`src/rtl/stack_sequencer_pkg.sv`:
```
// Shared encodings for the stack sequencer: StackOp codes (also imported by
// the control unit) and the sequencer FSM states.
package stack_pkg;

  typedef enum logic [2:0] {
    STK_NONE = 3'b000,
    STK_PUSH = 3'b001,
    STK_POP  = 3'b010,
    STK_CALL = 3'b011,
    STK_RET  = 3'b100
  } stack_op_t;

  typedef enum logic [1:0] {
    ST_IDLE = 2'd0,
    ST_WR   = 2'd1,
    ST_RD   = 2'd2,
    ST_DONE = 2'd3
  } seq_state_t;

  // True for the four codes the sequencer executes; everything else is reserved.
  function automatic logic is_stack_op(input logic [2:0] code);
    return (code == STK_PUSH) || (code == STK_POP) ||
           (code == STK_CALL) || (code == STK_RET);
  endfunction

  // PUSH and CALL write to the stack; POP and RET read from it.
  function automatic logic is_write_op(input logic [2:0] code);
    return (code == STK_PUSH) || (code == STK_CALL);
  endfunction

endpackage

```
`src/rtl/stack_sequencer_if.sv`:
```
// Datapath and data-memory signals of the stack sequencer. The slave modport
// is the sequencer's view; the master modport is the datapath/memory side.
interface stack_sequencer_if #(
  parameter int DATA_W = 32,
  parameter int ADDR_W = 10
);

  logic              op_valid;
  logic [2:0]        stack_op;
  logic [DATA_W-1:0] push_data;
  logic [DATA_W-1:0] ret_addr;
  logic [DATA_W-1:0] call_target;
  logic              busy;
  logic              op_done;
  logic              reg_wr;
  logic [DATA_W-1:0] pop_data;
  logic              pc_load;
  logic [DATA_W-1:0] pc_next;
  logic [ADDR_W-1:0] sp;
  logic              mem_req;
  logic              mem_we;
  logic [ADDR_W-1:0] mem_addr;
  logic [DATA_W-1:0] mem_wdata;
  logic [DATA_W-1:0] mem_rdata;
  logic              mem_ack;
  logic              stack_fault;

  modport slave (
    input  op_valid, stack_op, push_data, ret_addr, call_target,
    input  mem_rdata, mem_ack,
    output busy, op_done, reg_wr, pop_data, pc_load, pc_next, sp,
    output mem_req, mem_we, mem_addr, mem_wdata, stack_fault
  );

  modport master (
    output op_valid, stack_op, push_data, ret_addr, call_target,
    output mem_rdata, mem_ack,
    input  busy, op_done, reg_wr, pop_data, pc_load, pc_next, sp,
    input  mem_req, mem_we, mem_addr, mem_wdata, stack_fault
  );

endinterface

```
`src/rtl/stack_sequencer_sp_counter.sv`:
```
// Stack pointer register: resets to the empty position, moves by one word on
// inc/dec, and reports full/empty for the optional bounds check.
module sp_counter #(
  parameter int                ADDR_W     = 10,
  parameter logic [ADDR_W-1:0] STACK_TOP  = 10'd1023,
  parameter logic [ADDR_W-1:0] STACK_BASE = 10'd1016
) (
  input  logic              clk,
  input  logic              rst,
  input  logic              inc,
  input  logic              dec,
  output logic [ADDR_W-1:0] sp,
  output logic              full,
  output logic              empty
);

  // SP register; arithmetic wraps naturally at 2^ADDR_W.
  always_ff @(posedge clk or posedge rst) begin
    if (rst) begin
      sp <= STACK_TOP;
    end else if (inc && !dec) begin
      sp <= sp + ADDR_W'(1);
    end else if (dec && !inc) begin
      sp <= sp - ADDR_W'(1);
    end
  end

  assign full  = (sp == STACK_BASE);
  assign empty = (sp == STACK_TOP);

endmodule

```
`src/rtl/stack_sequencer.sv`:
```
// Multi-cycle executor for PUSH/POP/CALL/RET. Owns SP, drives a req/ack data
// memory port and returns pop data / PC loads to the datapath.
// Optional build macro: STACK_BOUNDS_CHECK_EN (overflow/underflow trapping).
module stack_sequencer
  import stack_pkg::*;
#(
  parameter int                DATA_W     = 32,
  parameter int                ADDR_W     = 10,
  parameter logic [ADDR_W-1:0] STACK_TOP  = 10'd1023,
  parameter logic [ADDR_W-1:0] STACK_BASE = 10'd1016
) (
  input logic              clk,
  input logic              rst,
  stack_sequencer_if.slave bus
);

`ifdef STACK_BOUNDS_CHECK_EN
  localparam bit BOUNDS_EN = 1'b1;
`else
  localparam bit BOUNDS_EN = 1'b0;
`endif

  seq_state_t        state;
  seq_state_t        state_nxt;
  stack_op_t         op_q;
  logic [DATA_W-1:0] wdata_q;
  logic [DATA_W-1:0] target_q;
  logic [DATA_W-1:0] pop_q;
  logic              skip_q;
  logic              sticky_q;

  logic              accept;
  logic              bound_hit;
  logic              sp_inc;
  logic              sp_dec;
  logic [ADDR_W-1:0] sp_val;
  logic              sp_full;
  logic              sp_empty;

  sp_counter #(
    .ADDR_W     (ADDR_W),
    .STACK_TOP  (STACK_TOP),
    .STACK_BASE (STACK_BASE)
  ) u_sp (
    .clk   (clk),
    .rst   (rst),
    .inc   (sp_inc),
    .dec   (sp_dec),
    .sp    (sp_val),
    .full  (sp_full),
    .empty (sp_empty)
  );

  // A new op is only taken in IDLE; requests while busy are ignored and the
  // datapath keeps holding the instruction.
  assign accept    = (state == ST_IDLE) && bus.op_valid && is_stack_op(bus.stack_op);
  assign bound_hit = BOUNDS_EN &&
                     (is_write_op(bus.stack_op) ? sp_full : sp_empty);

  // State register.
  always_ff @(posedge clk or posedge rst) begin
    if (rst) begin
      state <= ST_IDLE;
    end else begin
      state <= state_nxt;
    end
  end

  // Latch the op and its operands at accept so the memory phase sees stable values.
  always_ff @(posedge clk or posedge rst) begin
    if (rst) begin
      op_q     <= STK_NONE;
      wdata_q  <= '0;
      target_q <= '0;
      skip_q   <= 1'b0;
    end else if (accept) begin
      op_q     <= stack_op_t'(bus.stack_op);
      wdata_q  <= (bus.stack_op == STK_CALL) ? bus.ret_addr : bus.push_data;
      target_q <= bus.call_target;
      skip_q   <= bound_hit;
    end
  end

  // Popped word is captured on the read ack and held until the next read completes.
  always_ff @(posedge clk or posedge rst) begin
    if (rst) begin
      pop_q <= '0;
    end else if ((state == ST_RD) && bus.mem_ack) begin
      pop_q <= bus.mem_rdata;
    end
  end

  // Sticky fault flag; only ever set when bounds checking is compiled in.
  always_ff @(posedge clk or posedge rst) begin
    if (rst) begin
      sticky_q <= 1'b0;
    end else if (accept && bound_hit) begin
      sticky_q <= 1'b1;
    end
  end

  // Next-state and SP control; SP moves only on the memory ack.
  always_comb begin
    state_nxt = state;
    sp_inc    = 1'b0;
    sp_dec    = 1'b0;
    case (state)
      ST_IDLE: begin
        if (accept) begin
          if (bound_hit) begin
            state_nxt = ST_DONE;
          end else if (is_write_op(bus.stack_op)) begin
            state_nxt = ST_WR;
          end else begin
            state_nxt = ST_RD;
          end
        end
      end
      ST_WR: begin
        if (bus.mem_ack) begin
          sp_dec    = 1'b1;
          state_nxt = ST_DONE;
        end
      end
      ST_RD: begin
        if (bus.mem_ack) begin
          sp_inc    = 1'b1;
          state_nxt = ST_DONE;
        end
      end
      ST_DONE: begin
        state_nxt = ST_IDLE;
      end
      default: begin
        state_nxt = ST_IDLE;
      end
    endcase
  end

  // Memory port and completion strobes, decoded from the current state.
  always_comb begin
    bus.mem_req   = 1'b0;
    bus.mem_we    = 1'b0;
    bus.mem_addr  = '0;
    bus.mem_wdata = '0;
    bus.op_done   = 1'b0;
    bus.reg_wr    = 1'b0;
    bus.pc_load   = 1'b0;
    bus.pc_next   = '0;
    case (state)
      ST_WR: begin
        bus.mem_req   = 1'b1;
        bus.mem_we    = 1'b1;
        bus.mem_addr  = sp_val - ADDR_W'(1);
        bus.mem_wdata = wdata_q;
      end
      ST_RD: begin
        bus.mem_req  = 1'b1;
        bus.mem_addr = sp_val;
      end
      ST_DONE: begin
        bus.op_done = 1'b1;
        if (!skip_q) begin
          bus.reg_wr  = (op_q == STK_POP);
          bus.pc_load = (op_q == STK_CALL) || (op_q == STK_RET);
          if (op_q == STK_CALL) begin
            bus.pc_next = target_q;
          end else if (op_q == STK_RET) begin
            bus.pc_next = pop_q;
          end
        end
      end
      default: begin
      end
    endcase
  end

  assign bus.busy        = (state != ST_IDLE);
  assign bus.sp          = sp_val;
  assign bus.pop_data    = pop_q;
  assign bus.stack_fault = sticky_q;

endmodule

```
`src/flat_wrapper.sv`:
```
// flat-port wrapper written by rule: the top's interface ports become plain ports
module stack_sequencer_flat import stack_pkg::*;
#(
  parameter int                DATA_W     = 32,
  parameter int                ADDR_W     = 10,
  parameter logic [ADDR_W-1:0] STACK_TOP  = 10'd1023,
  parameter logic [ADDR_W-1:0] STACK_BASE = 10'd1016
)
  (clk, rst, bus_op_valid, bus_stack_op, bus_push_data, bus_ret_addr, bus_call_target, bus_mem_rdata, bus_mem_ack, bus_busy, bus_op_done, bus_reg_wr, bus_pop_data, bus_pc_load, bus_pc_next, bus_sp, bus_mem_req, bus_mem_we, bus_mem_addr, bus_mem_wdata, bus_stack_fault);
  stack_sequencer_if #(.DATA_W(DATA_W), .ADDR_W(ADDR_W)) bus_i ();
  input logic clk;
  input logic rst;
  input wire logic [$bits(bus_i.op_valid)-1:0] bus_op_valid;
  input wire logic [$bits(bus_i.stack_op)-1:0] bus_stack_op;
  input wire logic [$bits(bus_i.push_data)-1:0] bus_push_data;
  input wire logic [$bits(bus_i.ret_addr)-1:0] bus_ret_addr;
  input wire logic [$bits(bus_i.call_target)-1:0] bus_call_target;
  input wire logic [$bits(bus_i.mem_rdata)-1:0] bus_mem_rdata;
  input wire logic [$bits(bus_i.mem_ack)-1:0] bus_mem_ack;
  output wire logic [$bits(bus_i.busy)-1:0] bus_busy;
  output wire logic [$bits(bus_i.op_done)-1:0] bus_op_done;
  output wire logic [$bits(bus_i.reg_wr)-1:0] bus_reg_wr;
  output wire logic [$bits(bus_i.pop_data)-1:0] bus_pop_data;
  output wire logic [$bits(bus_i.pc_load)-1:0] bus_pc_load;
  output wire logic [$bits(bus_i.pc_next)-1:0] bus_pc_next;
  output wire logic [$bits(bus_i.sp)-1:0] bus_sp;
  output wire logic [$bits(bus_i.mem_req)-1:0] bus_mem_req;
  output wire logic [$bits(bus_i.mem_we)-1:0] bus_mem_we;
  output wire logic [$bits(bus_i.mem_addr)-1:0] bus_mem_addr;
  output wire logic [$bits(bus_i.mem_wdata)-1:0] bus_mem_wdata;
  output wire logic [$bits(bus_i.stack_fault)-1:0] bus_stack_fault;
  assign bus_i.op_valid = bus_op_valid;
  assign bus_i.stack_op = bus_stack_op;
  assign bus_i.push_data = bus_push_data;
  assign bus_i.ret_addr = bus_ret_addr;
  assign bus_i.call_target = bus_call_target;
  assign bus_i.mem_rdata = bus_mem_rdata;
  assign bus_i.mem_ack = bus_mem_ack;
  assign bus_busy = bus_i.busy;
  assign bus_op_done = bus_i.op_done;
  assign bus_reg_wr = bus_i.reg_wr;
  assign bus_pop_data = bus_i.pop_data;
  assign bus_pc_load = bus_i.pc_load;
  assign bus_pc_next = bus_i.pc_next;
  assign bus_sp = bus_i.sp;
  assign bus_mem_req = bus_i.mem_req;
  assign bus_mem_we = bus_i.mem_we;
  assign bus_mem_addr = bus_i.mem_addr;
  assign bus_mem_wdata = bus_i.mem_wdata;
  assign bus_stack_fault = bus_i.stack_fault;
  stack_sequencer #(.DATA_W(DATA_W), .ADDR_W(ADDR_W), .STACK_TOP(STACK_TOP), .STACK_BASE(STACK_BASE)) u_core (.clk(clk), .rst(rst), .bus(bus_i));
endmodule
```
`config.mk`:
```
export PLATFORM = sky130hd
export DESIGN_NAME = stack_sequencer_flat
export DESIGN_NICKNAME = d
export VERILOG_FILES = /design/src/rtl/stack_sequencer_pkg.sv /design/src/rtl/stack_sequencer_if.sv /design/src/rtl/stack_sequencer_sp_counter.sv /design/src/rtl/stack_sequencer.sv /design/src/flat_wrapper.sv
export SDC_FILE = /design/constraint.sdc
export NUM_CORES = 1
export LEC_CHECK = 0
export ABC_CLOCK_PERIOD_IN_PS = 4250
export CAP_MARGIN = 20
export CELL_PAD_IN_SITES_DETAIL_PLACEMENT = 1
export CELL_PAD_IN_SITES_GLOBAL_PLACEMENT = 1
export CORE_MARGIN = 1.5
export CORE_UTILIZATION = 32
export CTS_BUF_LIST = sky130_fd_sc_hd__clkbuf_16
export DETAILED_ROUTE_END_ITERATION = 10
export PLACE_DENSITY_LB_ADDON = 0.1
export SLEW_MARGIN = 20
export SYNTH_ARGS = -nofsm -noshare
export SYNTH_HDL_FRONTEND = slang
export SYNTH_HIERARCHICAL = 1
export SYNTH_SLANG_ARGS = --single-unit
```
`constraint.sdc`:
```
create_clock -name clk -period 4.25 [get_ports clk]
set_clock_uncertainty 0.05 [all_clocks]
set_input_delay 0.6375 -clock clk [delete_from_list [all_inputs] [get_ports clk]]
set_output_delay 0.6375 -clock clk [all_outputs]
set_load 0.005 [all_outputs]
```
# [Yosys cells after proc, flatten, opt, wreduce, memory -nomap -nowiden]
# Index checks and enable logic that the tools add are counted.
[classes] n_eq_ne=12 n_reduce_logical=17 n_mux=20 addsub=2
[ops] operator="two-way mux 32 bit" n=5
[ops] operator="two-way mux 10 bit" n=2
[ops] operator="case mux 10 bit (2 select lines)" n=1
[ops] operator="equality test 3 x 2 -> 1 bit (second input constant)" n=4
[ops] operator="adder 10 x 1 -> 10 bit (second input constant)" n=1
[ops] operator="subtractor 10 x 1 -> 10 bit (second input constant)" n=1
[ops] operator="two-way mux 1 bit" n=8
[ops] operator="equality test 3 bit (second input constant)" n=2
[ops] operator="two-way mux 2 bit" n=3
[ops] operator="case mux 2 bit (3 select lines)" n=1
[ops] operator="logical AND 1 bit" n=5
[ops] operator="logical OR 1 bit" n=5
[ops] operator="equality test 2 bit (second input constant)" n=2
[ops] operator="!= test 2 x 1 -> 1 bit (second input constant)" n=2
[ops] operator="nonzero test 2 bit" n=2
[ops] operator="equality test 3 x 1 -> 1 bit (second input constant)" n=1
[ops] operator="equality test 2 x 1 -> 1 bit (second input constant)" n=1
[ops] operator="logical NOT 1 bit" n=2
[ops] operator="logical NOT 2 bit" n=1
[ops] operator="AND reduction 2 bit" n=1
[ops] operator="OR reduction 2 bit" n=1
[word_totals] word_cells=57 reg_bits=111 in_bits=135

# [Longest topological paths before layout]
# Gate-level depths: netlist (run 1).
[logic_depth] ltp_word=7 depth_mapped=14

# [Modules after synthesis]
# The synthesis (run 1) kept the hierarchy.
[modules_own_cells] module="stack_sequencer" area_per_inst_um2=5245.0 instances=1 cells_per_inst=478 seq_area_each_um2=2527.4
[modules_own_cells] module="sp_counter" area_per_inst_um2=898.4 instances=1 cells_per_inst=102 seq_area_each_um2=262.8

# [Least setup slack after synthesis (run 1)]
# No wires, ideal clock.
[synth_timing] path_type="flip-flop to flip-flop" startpoint="reg u_core.state[0]" endpoint="reg u_core.u_sp.sp[8]" path_stages_with_launch=15 required_time_ps=4106 slack_ps=1321 period_less_slack_ps=2929 arrival_ps=2784 path_cell_list="dfrtp_1 > inv_1 > ha_1 > nand2_1 > buf_2 > inv_1 > ha_1 > inv_1 > ha_1 > buf_2 > a21o_1 > a21oi_1 > mux2i_1 > o21ai_0 > a311oi_1"
[synth_via] elab_chain_len=5 elab_cells_between_ends=10 classes_between="2 x eq/ne; 3 x mux; 5 x reduce/logical"
[synth_lines] item="start: declaration" line_no="stack_sequencer.sv:23" text="seq_state_t state;"
[synth_lines] item="start signal: assignment" line_no="stack_sequencer.sv:65" text="state <= state_nxt;"
[synth_lines] item="equality test 2 bit *" line_no="stack_sequencer.sv:107" text="case (state)"
[synth_lines] item="two-way mux 1 bit *" line_no="stack_sequencer.sv:107"
[synth_lines] item="via u_core.sp_inc" line_no="stack_sequencer.sv:34" text="logic sp_inc;"
[synth_lines] item="logical NOT 1 bit" line_no="stack_sequencer_sp_counter.sv:23" text="end else if (dec && !inc) begin"
[synth_lines] item="logical AND 1 bit" line_no="stack_sequencer_sp_counter.sv:23"
[synth_lines] item="nonzero test 2 bit (no line)"
[synth_lines] item="end signal: assignment" line_no="stack_sequencer_sp_counter.sv:22" text="sp <= sp + ADDR_W'(1);"
[synth_lines] item="end signal: assignment" line_no="stack_sequencer_sp_counter.sv:24" text="sp <= sp - ADDR_W'(1);"
[synth_lines] item="end: declaration" line_no="stack_sequencer_sp_counter.sv:12" text="output logic [ADDR_W-1:0] sp,"
# The timed path passes the listed nets; every way through them passes the cells marked *.
# A chain may end at the register's enable or synchronous reset.

# [Final worst setup path (run 1)]
[layout_timing] startpoint="reg u_core.state[1]" endpoint="out bus_mem_addr[7]"
[layout_via] elab_chain_len=2 elab_cells_between_ends=3 classes_between="2 x eq/ne; 1 x mux"
[layout_lines] item="equality test 2 bit / equality test 2 x 1 -> 1 bit (equally long branches)" line_no="stack_sequencer.sv:150" text="case (state)"
[layout_lines] item="case mux 10 bit (2 select lines) *" line_no="stack_sequencer.sv:150"
[layout_lines] item="end: declaration" line_no="flat_wrapper.sv:29" text="output wire logic [$bits(bus_i.mem_addr)-1:0] bus_mem_addr;"
# Every way passes the cells marked *; elsewhere a longest branch is shown, timed or not.

==> results of run 1 <==
[report_power, final]
group	leakage, nW	internal [mW]	switching (mW)	total, mW
combinational	2.39	1.74	1.36	3.10
clock	0.151	0.466	0.416	0.882
sequential	1.33	1.62	0.433	2.06
[metrics by stage]
step / power, mW / instances / hold WS [ns]
2_1_floorplan: 3.675 / 575 / 0.3916
3_5_place_dp: 5.209 / 1040 / 0.4141
6_report: 6.039 / 1056 / 0.4282
5_1_grt: 6.491 / 1056 / 0.4629
3_3_place_gp: 5.047 / 1039 / 0.4042
4_1_cts: 6.133 / 1056 / 0.4320
[worst paths after layout]
path                            slack [ns]  cells past startpoint             endpoint
worst max register to register        1.11                     13    u_core/u_sp/sp[8]
min in group asynchronous             0.75                      2    u_core/wdata_q[1]
worst min register to register        0.43                      2   u_core/wdata_q[25]
max in group asynchronous             2.69                      3  u_core/target_q[30]
worst max-delay path                  0.93                      6      bus_mem_addr[7]
worst min-delay path                  0.43                      2   u_core/wdata_q[25]
[flip-flops by register name (all words and copies together) (netlist names)]
register and count:
u_core/bus.pop_data 32, u_core/target_q 32, u_core/wdata_q 32, u_core/u_sp/sp 10, u_core/op_q 3, u_core/state 2
[placed cells by master, fill, tap and decap left out, drive strengths merged, types with 10 or more instances in the layout]
cell and count:
clkdlybuf4s50 256, dfrtp 101, mux2 69, o21ai 57
nand2 47, nor2b 38, and2 35, mux2i 34
a22oi 33, inv 21, ha 14, buf 12
a21oi 10, dfstp 10
[area by class of cell]
cell class / count / share of cell area [%]
clock buffers: 9 / 2.448
clock inverters: 7 / 0.9112
inverters: 18 / 0.7616
multi-input cells: 409 / 33.27
flip-flops and latches: 111 / 30.33
well taps: 234 / 3.182
repair buffers: 268 / 29.10
[worst min-delay path, stage by stage, from the launching register on]
cell	delay [ns]
dfrtp_1	0.34
nand2_1	0.04
o21ai_0	0.06
[metal layers]
metal	part of all wire (%)	track usage (%)	routed length [um]	vias to the layer above
met4	1.1	5.318	208	0
met1	39	20.89	7422	2579
met3	7.7	5.740	1474	16
met2	53	36.09	10150	156
li1	-	-	-	2514
met5	0	0	0	-
==> results by group, run 1 <==
Timing
  – Final Critical Period: 3.325 ns
  – Final hold vios: 0
  – Fin Setup TNS: 0 ns
  – Setup Viol. Count Final: 0
  – PnR worst setup slack: 0.9253 ns
  – Max-slew headroom: 52.43%
  – Slew @ Worst Pin: 0.7135 ns
  – Unrepaired setup endpoints after global routing: false
  – Fin. max-slew vios: 0
  – Crit share post-route: 78.23%
  – Fmax: 300.8 MHz

Floorplan
  – Die width: 141.2 um
  – Die ar.: 19,940 um^2
  – Io pins: 258
  – Std cell rows: 50
  – Core area: 18,710 um^2
  – Die height: 141.2 um
  – Starting density of the core: 32.68%

Clock network
  – Clock sink count: 111
  – Setup Fix Bufs, Post-CTS: 0
  – CTS Root Cell: clkbuf_16
  – Total CTS buffers: 9
  – Reg clk slew, reported paths: 0.08 ns
  – CTS H-tree lvls: 3
  – Number of gates resized after cts: 0
  – Cts-stage hold buffer count: 0
  – Clk_lat worst skew: 0.35 ns
  – CTS max path bufs: 2
  – CTS tree: built

Critical path
  – Crit path required time: 3.56 ns
  – Crit-path slowest cell: clkdlybuf4s50_1
  – Critical path class: flip-flop to output pin
  – Critical Path AT: 2.64 ns
  – CP Cell Sequence: inv_1 > ha_1 > and2_0 > nand3_1 > o21ai_0 > clkdlybuf4s50_1
  – Critical path origin: u_core/state[1]
  – CP bufs+invs: 2
  – Cell family with most CP delay: buffers and inverters
  – CP peak stage delay: 0.54 ns
  – Crit path capture type: output pin
  – Reg-to-reg startpoint: u_core/state[1]
  – CP startpoint kind: flip-flop
  – Crit Path Max Fanout: 11

Placed design
  – Placement-stage worst setup slack: 0.8726 ns
  – Post-DP HPWL: 14,650 um
  – Placed Area: 8891 um^2
  – Placer congestion estimate: 0.7573
  – Port-buffer cells: 256

Finish
  – FF/Latch Area: 2790 um^2
  – Area Overhead vs Synth: 50.49%
  – FILL cells: 2,038
  – Post-Layout Inst Area: 9200 um^2
  – Layout cells sized above 1: 13.99%
  – Multi-input combinational cell area: 3060 um^2
  – Post-layout net count: 967
  – Diode count: 0
  – Final Util: 49.18%

Global routing
  – Vias in the first global route: 5,795
  – Initial antenna violation count: 0
  – Global route overflow: 0
  – First-pass GRT wire length: 30,190 um
  – GRT Total Usage: 19.25%
  – Largest net degree at the start of global routing: 54

Run
  – Max_cap viols: 0

Routing
  – DRC errors left: 0
  – DR vias/cell: 4.986
  – Routed wire per std cell: 18.23 um
  – Initial DRC count: 129
  – Total wire length: 19,250 um
  – Detail Route Antenna Nets: 0
  – Via count: 5,265
  – DRT Pass-1 Iters: 4

Pwr
  – Leakage: 3.862 nW
  – PwrDens: 656.5 nW/um^2
  – Peak supply drop: 0.2584 mV

Yosys
  – Syn Nets: 725
  – Syn_area_per_cell: 10.63 um^2
  – Synth Warn #: 6
  – Cells after synthesis: 575
  – Cell area after synthesis: 6113 um^2

Min path
  – Hold Path Origin: u_core/wdata_q[25]
  – Worst hold-check path type: flip-flop to flip-flop

Outcome
  – Status: finished, final reports clean
(Power assumes the default switching activity.)
==> inputs of run 2 (changes only) <==
ABC_CLOCK_PERIOD_IN_PS = 3200   (was 4250)
clock period = 3.2 ns   (was 4.25 ns; I/O delays follow)
==> run 2 against run 1 <==
  * Register-to-register slack worse by 0.79 ns
  * Critical endpoint is now bus_mem_addr[6]
  * Critical path depth is 1 higher
  * Non-clock buffer count is 7 higher
  * Largest power group unchanged
==> results by group, run 2 (synthesized netlist as in run 1, its figures left out) <==
Outcome
  – Status: finished, final reports clean

Timing
  – Max-slew headroom: 50.02% (-2.4 points)
  – Crit share post-route: 92.46%
  – Fin. max-slew vios: 0 (unchanged)
  – Setup Viol. Count Final: 0 (unchanged)
  – Unrepaired setup endpoints after global routing: false
  – Slew @ Worst Pin: 0.7428 ns (+0.02934 ns)
  – Final Critical Period: 2.959 ns
  – Fin Setup TNS: 0 ns (unchanged)
  – Fmax: 338.0 MHz
  – Final hold vios: 0 (unchanged)

Finish
  – Layout cells sized above 1: 14.72% (+0.73 points)
  – Area Overhead vs Synth: 51.45%
  – Diode count: 0 (unchanged)
  – FILL cells: 2,027 (-0.54%)
  – Most frequent cells in the layout: clkdlybuf4s50_1 (256), dfrtp_1 (101), mux2_2 (68), o21ai_0 (54), nand2_1 (47)
  – Post-layout net count: 974 (+0.72%)
  – Filler-free cell count of the finished design: 1,063 (+0.66%)
  – Leading cell type in the layout, fill and taps excluded: clkdlybuf4s50_1

Routing
  – Via count: 5,374 (+2.1%)
  – DRC errors left: 0 (unchanged)
  – Initial DRC count: 148 (+15%)
  – Total wire length: 20,000 um (+3.9%)
  – DR vias/cell: 5.056 (+1.4%)
  – Routed wire per std cell: 18.81 um (+3.2%)
  – DRT Pass-1 Iters: 4 (unchanged)
  – Detail Route Antenna Nets: 0 (unchanged)

Placed design
  – Post-DP HPWL: 15,030 um (+2.6%)
  – Placed cell count: 1,047 (+0.67%)
  – Placer congestion estimate: 0.7658 (+1.1%)
  – Port-buffer cells: 256 (unchanged)

Global routing
  – Largest net degree at the start of global routing: 44 (-19%)
  – Initial antenna violation count: 0 (unchanged)
  – Global route overflow: 0 (unchanged)
  – First-pass GRT wire length: 31,440 um (+4.1%)
  – Vias in the first global route: 5,853 (+1.0%)
  – GRT Total Usage: 20.29% (+1.0 points)

Floorplan
  – Core area: 18,710 um^2 (unchanged)
  – Die ar.: 19,940 um^2 (unchanged)
  – Io pins: 258 (unchanged)
  – Die height: 141.2 um (unchanged)
  – Die width: 141.2 um (unchanged)
  – Starting density of the core: 32.68% (unchanged)
  – Std cell rows: 50 (unchanged)

Run
  – Max_cap viols: 0 (unchanged)

Clock network
  – Setup Fix Bufs, Post-CTS: 0 (unchanged)
  – CTS H-tree lvls: 3 (unchanged)
  – Reg clk slew, reported paths: 0.07 ns (about the same)
  – CTS tree: built
  – Total CTS buffers: 9 (unchanged)
  – Clock sink count: 111 (unchanged)
  – CTS max path bufs: 2 (unchanged)
  – CTS Root Cell: clkbuf_16
  – Clk_lat worst skew: 0.34 ns (about the same)

Pwr
  – Leakage: 3.894 nW (+0.84%)
  – Peak supply drop: 0.3781 mV (+46%)
  – PwrDens: 874.6 nW/um^2 (+33%)
  – Total power: 8.098 mW (+34%)

Critical path
  – CP startpoint kind: flip-flop
  – Critical path class: flip-flop to output pin
  – Critical Path AT: 2.43 ns (-0.21 ns)
  – Crit path required time: 2.67 ns (-0.89 ns)
  – Crit path capture type: output pin
  – Crit Path Max Fanout: 10 (-1)
  – Reg2Reg Setup Slack: 0.32 ns (-0.79 ns)

Min path
  – Worst hold-check path type: flip-flop to flip-flop
==> run 2: final cells by class <==
type	instances	area (um^2)	share of cell area (%)
inverters	18	70.07	0.7568
repair buffers	275	2746	29.66
flip-flops and latches	111	2790	30.14
clock buffers	9	225.2	2.432
well taps	234	292.8	3.162
multi-input cells	409	3062	33.07
clock inverters	7	72.57	0.7838
==> run 2: routing by layer <==
layer | vias to the layer above | wire length (um) | GRT usage [%]
met1 | 2643 | 8021 | 23.32
met4 | 0 | 485 | 8.059
met3 | 31 | 1455 | 6.046
li1 | 2525 | - | -
met5 | - | 0 | 0
met2 | 175 | 10040 | 35.32
==> run 2: final timing paths <==
| path | from | end | cells after the start |
|---|---|---|---|
| worst max register to register | u_core/state[0] | u_core/u_sp/sp[8] | 12 |
| max in group asynchronous | rst | u_core/wdata_q[1] | 3 |
| min in group asynchronous | rst | u_core/target_q[23] | 2 |
| worst min-delay path | u_core/wdata_q[20] | u_core/wdata_q[20] | 2 |
| worst min register to register | u_core/wdata_q[20] | u_core/wdata_q[20] | 2 |
| worst max-delay path | u_core/u_sp/sp[0] | bus_mem_addr[6] | 7 |
==> run 2: per-stage QoR <==
step,hold WS (ns),cell area [um^2],worst slack (ns),utilization (%)
after floorplan,0.3916,6113,0.02287,-
after global placement,0.4039,8956,0.1846,47.88
after detailed placement,0.4164,8956,0.09781,47.88
after CTS,0.4343,9254,0.05515,49.47
after global routing,0.4508,9259,0.04625,49.50
final,0.4272,9259,0.2414,49.50
==> run 2: what timing repair did <==
item / in CTS / in global routing
setup endpoints to repair: 0 / 6
hold buffers: 0 / 0
resized for setup: 0 / 3
==> run 2: worst max-delay path, cell delays in order, from the launching register on <==
cell	delay (ns)
dfstp_2	0.67
inv_1	0.07
ha_1	0.28
nor2b_1	0.18
a21oi_1	0.14
o21ai_0	0.10
o21ai_0	0.10
clkdlybuf4s50_1	0.53
==> run 2: where the power goes <==
group          internal [mW]  switching [mW]
registers               2.16           0.570
clock network          0.610           0.544
logic                   2.37            1.85
==> inputs of run 3 (changes only) <==
CORE_MARGIN = default   (was 1.5)
==> run 3 against run 2 <==
  * Wire length shrank 4.1%
  * Non-clock buffer count fell by 8
  * Fmax decreased by 3.3%
  * Cell count shrank 0.85%
  * Register-to-register slack barely moved
  * Global-route usage fell by 0.90 points
  * Worst hold slack worse by 0.0034 ns
  * Total power decreased by 0.35%
  * Setup slack worse by 0.10 ns
  * Die area down 1.4%
  * Critical endpoint is now bus_mem_addr[8]
==> results by group, run 3 (synthesized netlist as in run 1, its figures left out) <==
Timing
  – Max-slew headroom: 55.80% (+5.8 points)
  – Setup Viol. Count Final: 0 (unchanged)
  – Fmax: 326.9 MHz (-3.3%)
  – Slew @ Worst Pin: 0.6570 ns (-0.08583 ns)
  – Fin. max-slew vios: 0 (unchanged)
  – Fin Setup TNS: 0 ns (unchanged)
  – Final hold vios: 0 (unchanged)
  – Crit share post-route: 95.60% (+3.1 points)
  – Unrepaired setup endpoints after global routing: false
  – Final Critical Period: 3.059 ns (+0.1007 ns)

Finish
  – Final Util: 49.18% (-0.32 points)
  – Post-layout net count: 966 (-0.82%)
  – FILL cells: 2,013 (-0.69%)
  – Filler-free cell count of the finished design: 1,054 (-0.85%)
  – Area Overhead vs Synth: 50.47%
  – Most frequent cells in the layout: clkdlybuf4s50_1 (256), dfrtp_1 (101), mux2_2 (68), o21ai_0 (54), nand2_1 (47)
  – Layout cells sized above 1: 13.66% (-1.1 points)
  – Diode count: 0 (unchanged)
  – Leading cell type in the layout, fill and taps excluded: clkdlybuf4s50_1

Critical path
  – Crit path capture type: output pin
  – CP bufs+invs: 2 (unchanged)
  – CP Cell Sequence: inv_1 > ha_1 > and2_1 > nand4_1 > o21ai_0 > clkdlybuf4s50_1
  – CP peak stage delay: 0.53 ns (-0.14 ns)
  – Cell family with most CP delay: buffers and inverters
  – Critical path class: flip-flop to output pin
  – CP startpoint kind: flip-flop
  – Crit path required time: 2.67 ns (about the same)
  – Critical Path AT: 2.53 ns (+0.10 ns)
  – Crit Path Max Fanout: 11 (+1)
  – Crit-path slowest cell: clkdlybuf4s50_1

Global routing
  – First-pass GRT wire length: 29,860 um (-5.0%)
  – Initial antenna violation count: 0 (unchanged)
  – GRT Total Usage: 19.39% (-0.90 points)
  – Largest net degree at the start of global routing: 60 (+36%)
  – Global route overflow: 0 (unchanged)
  – Vias in the first global route: 5,644 (-3.6%)

Placed design
  – Port-buffer cells: 256 (unchanged)
  – Placer congestion estimate: 0.7759 (+1.3%)
  – Placed cell count: 1,039 (-0.76%)
  – Post-DP HPWL: 14,270 um (-5.1%)

Routing
  – DRT Pass-1 Iters: 4 (unchanged)
  – Detail Route met3 WL: 1552 um (+6.7%)
  – Top sig layer: met4
  – Routed wire per std cell: 18.19 um (-3.3%)
  – DR vias/cell: 5.051 (about the same)
  – Met2 WL: 9820 um (-2.1%)
  – Total wire length: 19,170 um (-4.1%)
  – Met1 wire length: 7554 um (-5.8%)
  – DRC errors left: 0 (unchanged)
  – Via count: 5,324 (-0.93%)
  – Initial DRC count: 155 (+4.7%)
  – Detail Route Antenna Nets: 0 (unchanged)

Clock network
  – Clock sink count: 111 (unchanged)
  – CTS tree: built
  – Clk_lat worst skew: 0.36 ns (+0.02 ns)
  – CTS H-tree lvls: 3 (unchanged)
  – Total CTS buffers: 9 (unchanged)
  – Reg clk slew, reported paths: 0.07 ns (about the same)
  – CTS max path bufs: 2 (unchanged)
  – Cts-stage hold buffer count: 0 (unchanged)
  – CTS Root Cell: clkbuf_16

Pwr
  – Peak supply drop: 0.4117 mV (+8.9%)
  – Leakage: 3.860 nW (-0.87%)
  – PwrDens: 877.2 nW/um^2 (+0.30%)

Floorplan
  – Core area: 18,710 um^2 (unchanged)
  – Std cell rows: 50 (unchanged)
  – Io pins: 258 (unchanged)
  – Starting density of the core: 32.68% (unchanged)
  – Die width: 140.2 um (-0.71%)
  – Die height: 140.2 um (-0.71%)
  – Die ar.: 19,660 um^2 (-1.4%)

Run
  – Max_cap viols: 0 (unchanged)

Outcome
  – Status: finished, final reports clean

Min path
  – Worst hold-check path type: flip-flop to flip-flop
run 3: cell types whose count changed in the layout (fill, tap and decap cells not counted), sizes merged:
cell      change
buf           -8
clkinvlp      -1
bufinv        +1
clkinv        -1
run 3: timing repair:
item                                    4_1_cts  5_1_grt
buffers inserted                              0        0
gates resized for setup                       0        2
endpoints found under the setup margin        0        6
run 3: path summary, 6_finish.rpt:
check | to | slack (ns) | cells after the start | startpoint
worst max-delay path | bus_mem_addr[8] | 0.14 | 6 | u_core/state[1]
worst min-delay path | u_core/wdata_q[3] | 0.42 | 2 | u_core/wdata_q[3]
worst max register to register | u_core/u_sp/sp[8] | 0.32 | 12 | u_core/state[0]
worst min register to register | u_core/wdata_q[3] | 0.42 | 2 | u_core/wdata_q[3]
max in group asynchronous | u_core/wdata_q[26] | 1.85 | 3 | rst
min in group asynchronous | u_core/target_q[27] | 0.52 | 2 | rst
run 3: power by group:
part	switching [mW]	internal [mW]	total (mW)
sequential	0.558	2.16	2.71
clock	0.533	0.683	1.22
combinational	1.83	2.31	4.14
total	2.92	5.15	8.07
run 3: worst register-to-register path, cell delays in order (launching register included):
cell,delay [ns]
dfrtp_1,0.42
inv_1,0.08
ha_1,0.27
nand2_1,0.10
inv_1,0.05
ha_1,0.20
inv_1,0.27
ha_1,0.39
a21o_1,0.22
a21oi_1,0.22
mux2i_1,0.19
o21ai_0,0.11
a311oi_1,0.22
run 3: layout make-up:
class	instances	area (um^2)	area share, %
clock buffers	9	225.2	2.448
well taps	234	292.8	3.183
flip-flops and latches	111	2790	30.33
multi-input cells	409	3060	33.27
clock inverters	6	86.33	0.9385
inverters	18	70.07	0.7617
repair buffers	267	2674	29.07
run 3: per-stage QoR:
stage / total power [mW] / instance area, um^2 / worst slack [ns] / hold WS (ns)
final: 8.069 / 9199 / 0.1406 / 0.4238
after floorplan: 4.881 / 6113 / 0.02287 / 0.3916
after global routing: 8.637 / 9199 / 0.001218 / 0.4498
after detailed placement: 6.901 / 8884 / 0.04751 / 0.4138
after CTS: 8.164 / 9195 / 0.006427 / 0.4300
after global placement: 6.691 / 8884 / 0.1335 / 0.4037
run 3: metal layers:
layer  GRT usage (%)  up-vias
met4           5.090        0
met3           7.145       18
met2           35.26      172
met1           21.14     2632
met5               0        -
li1                -     2502
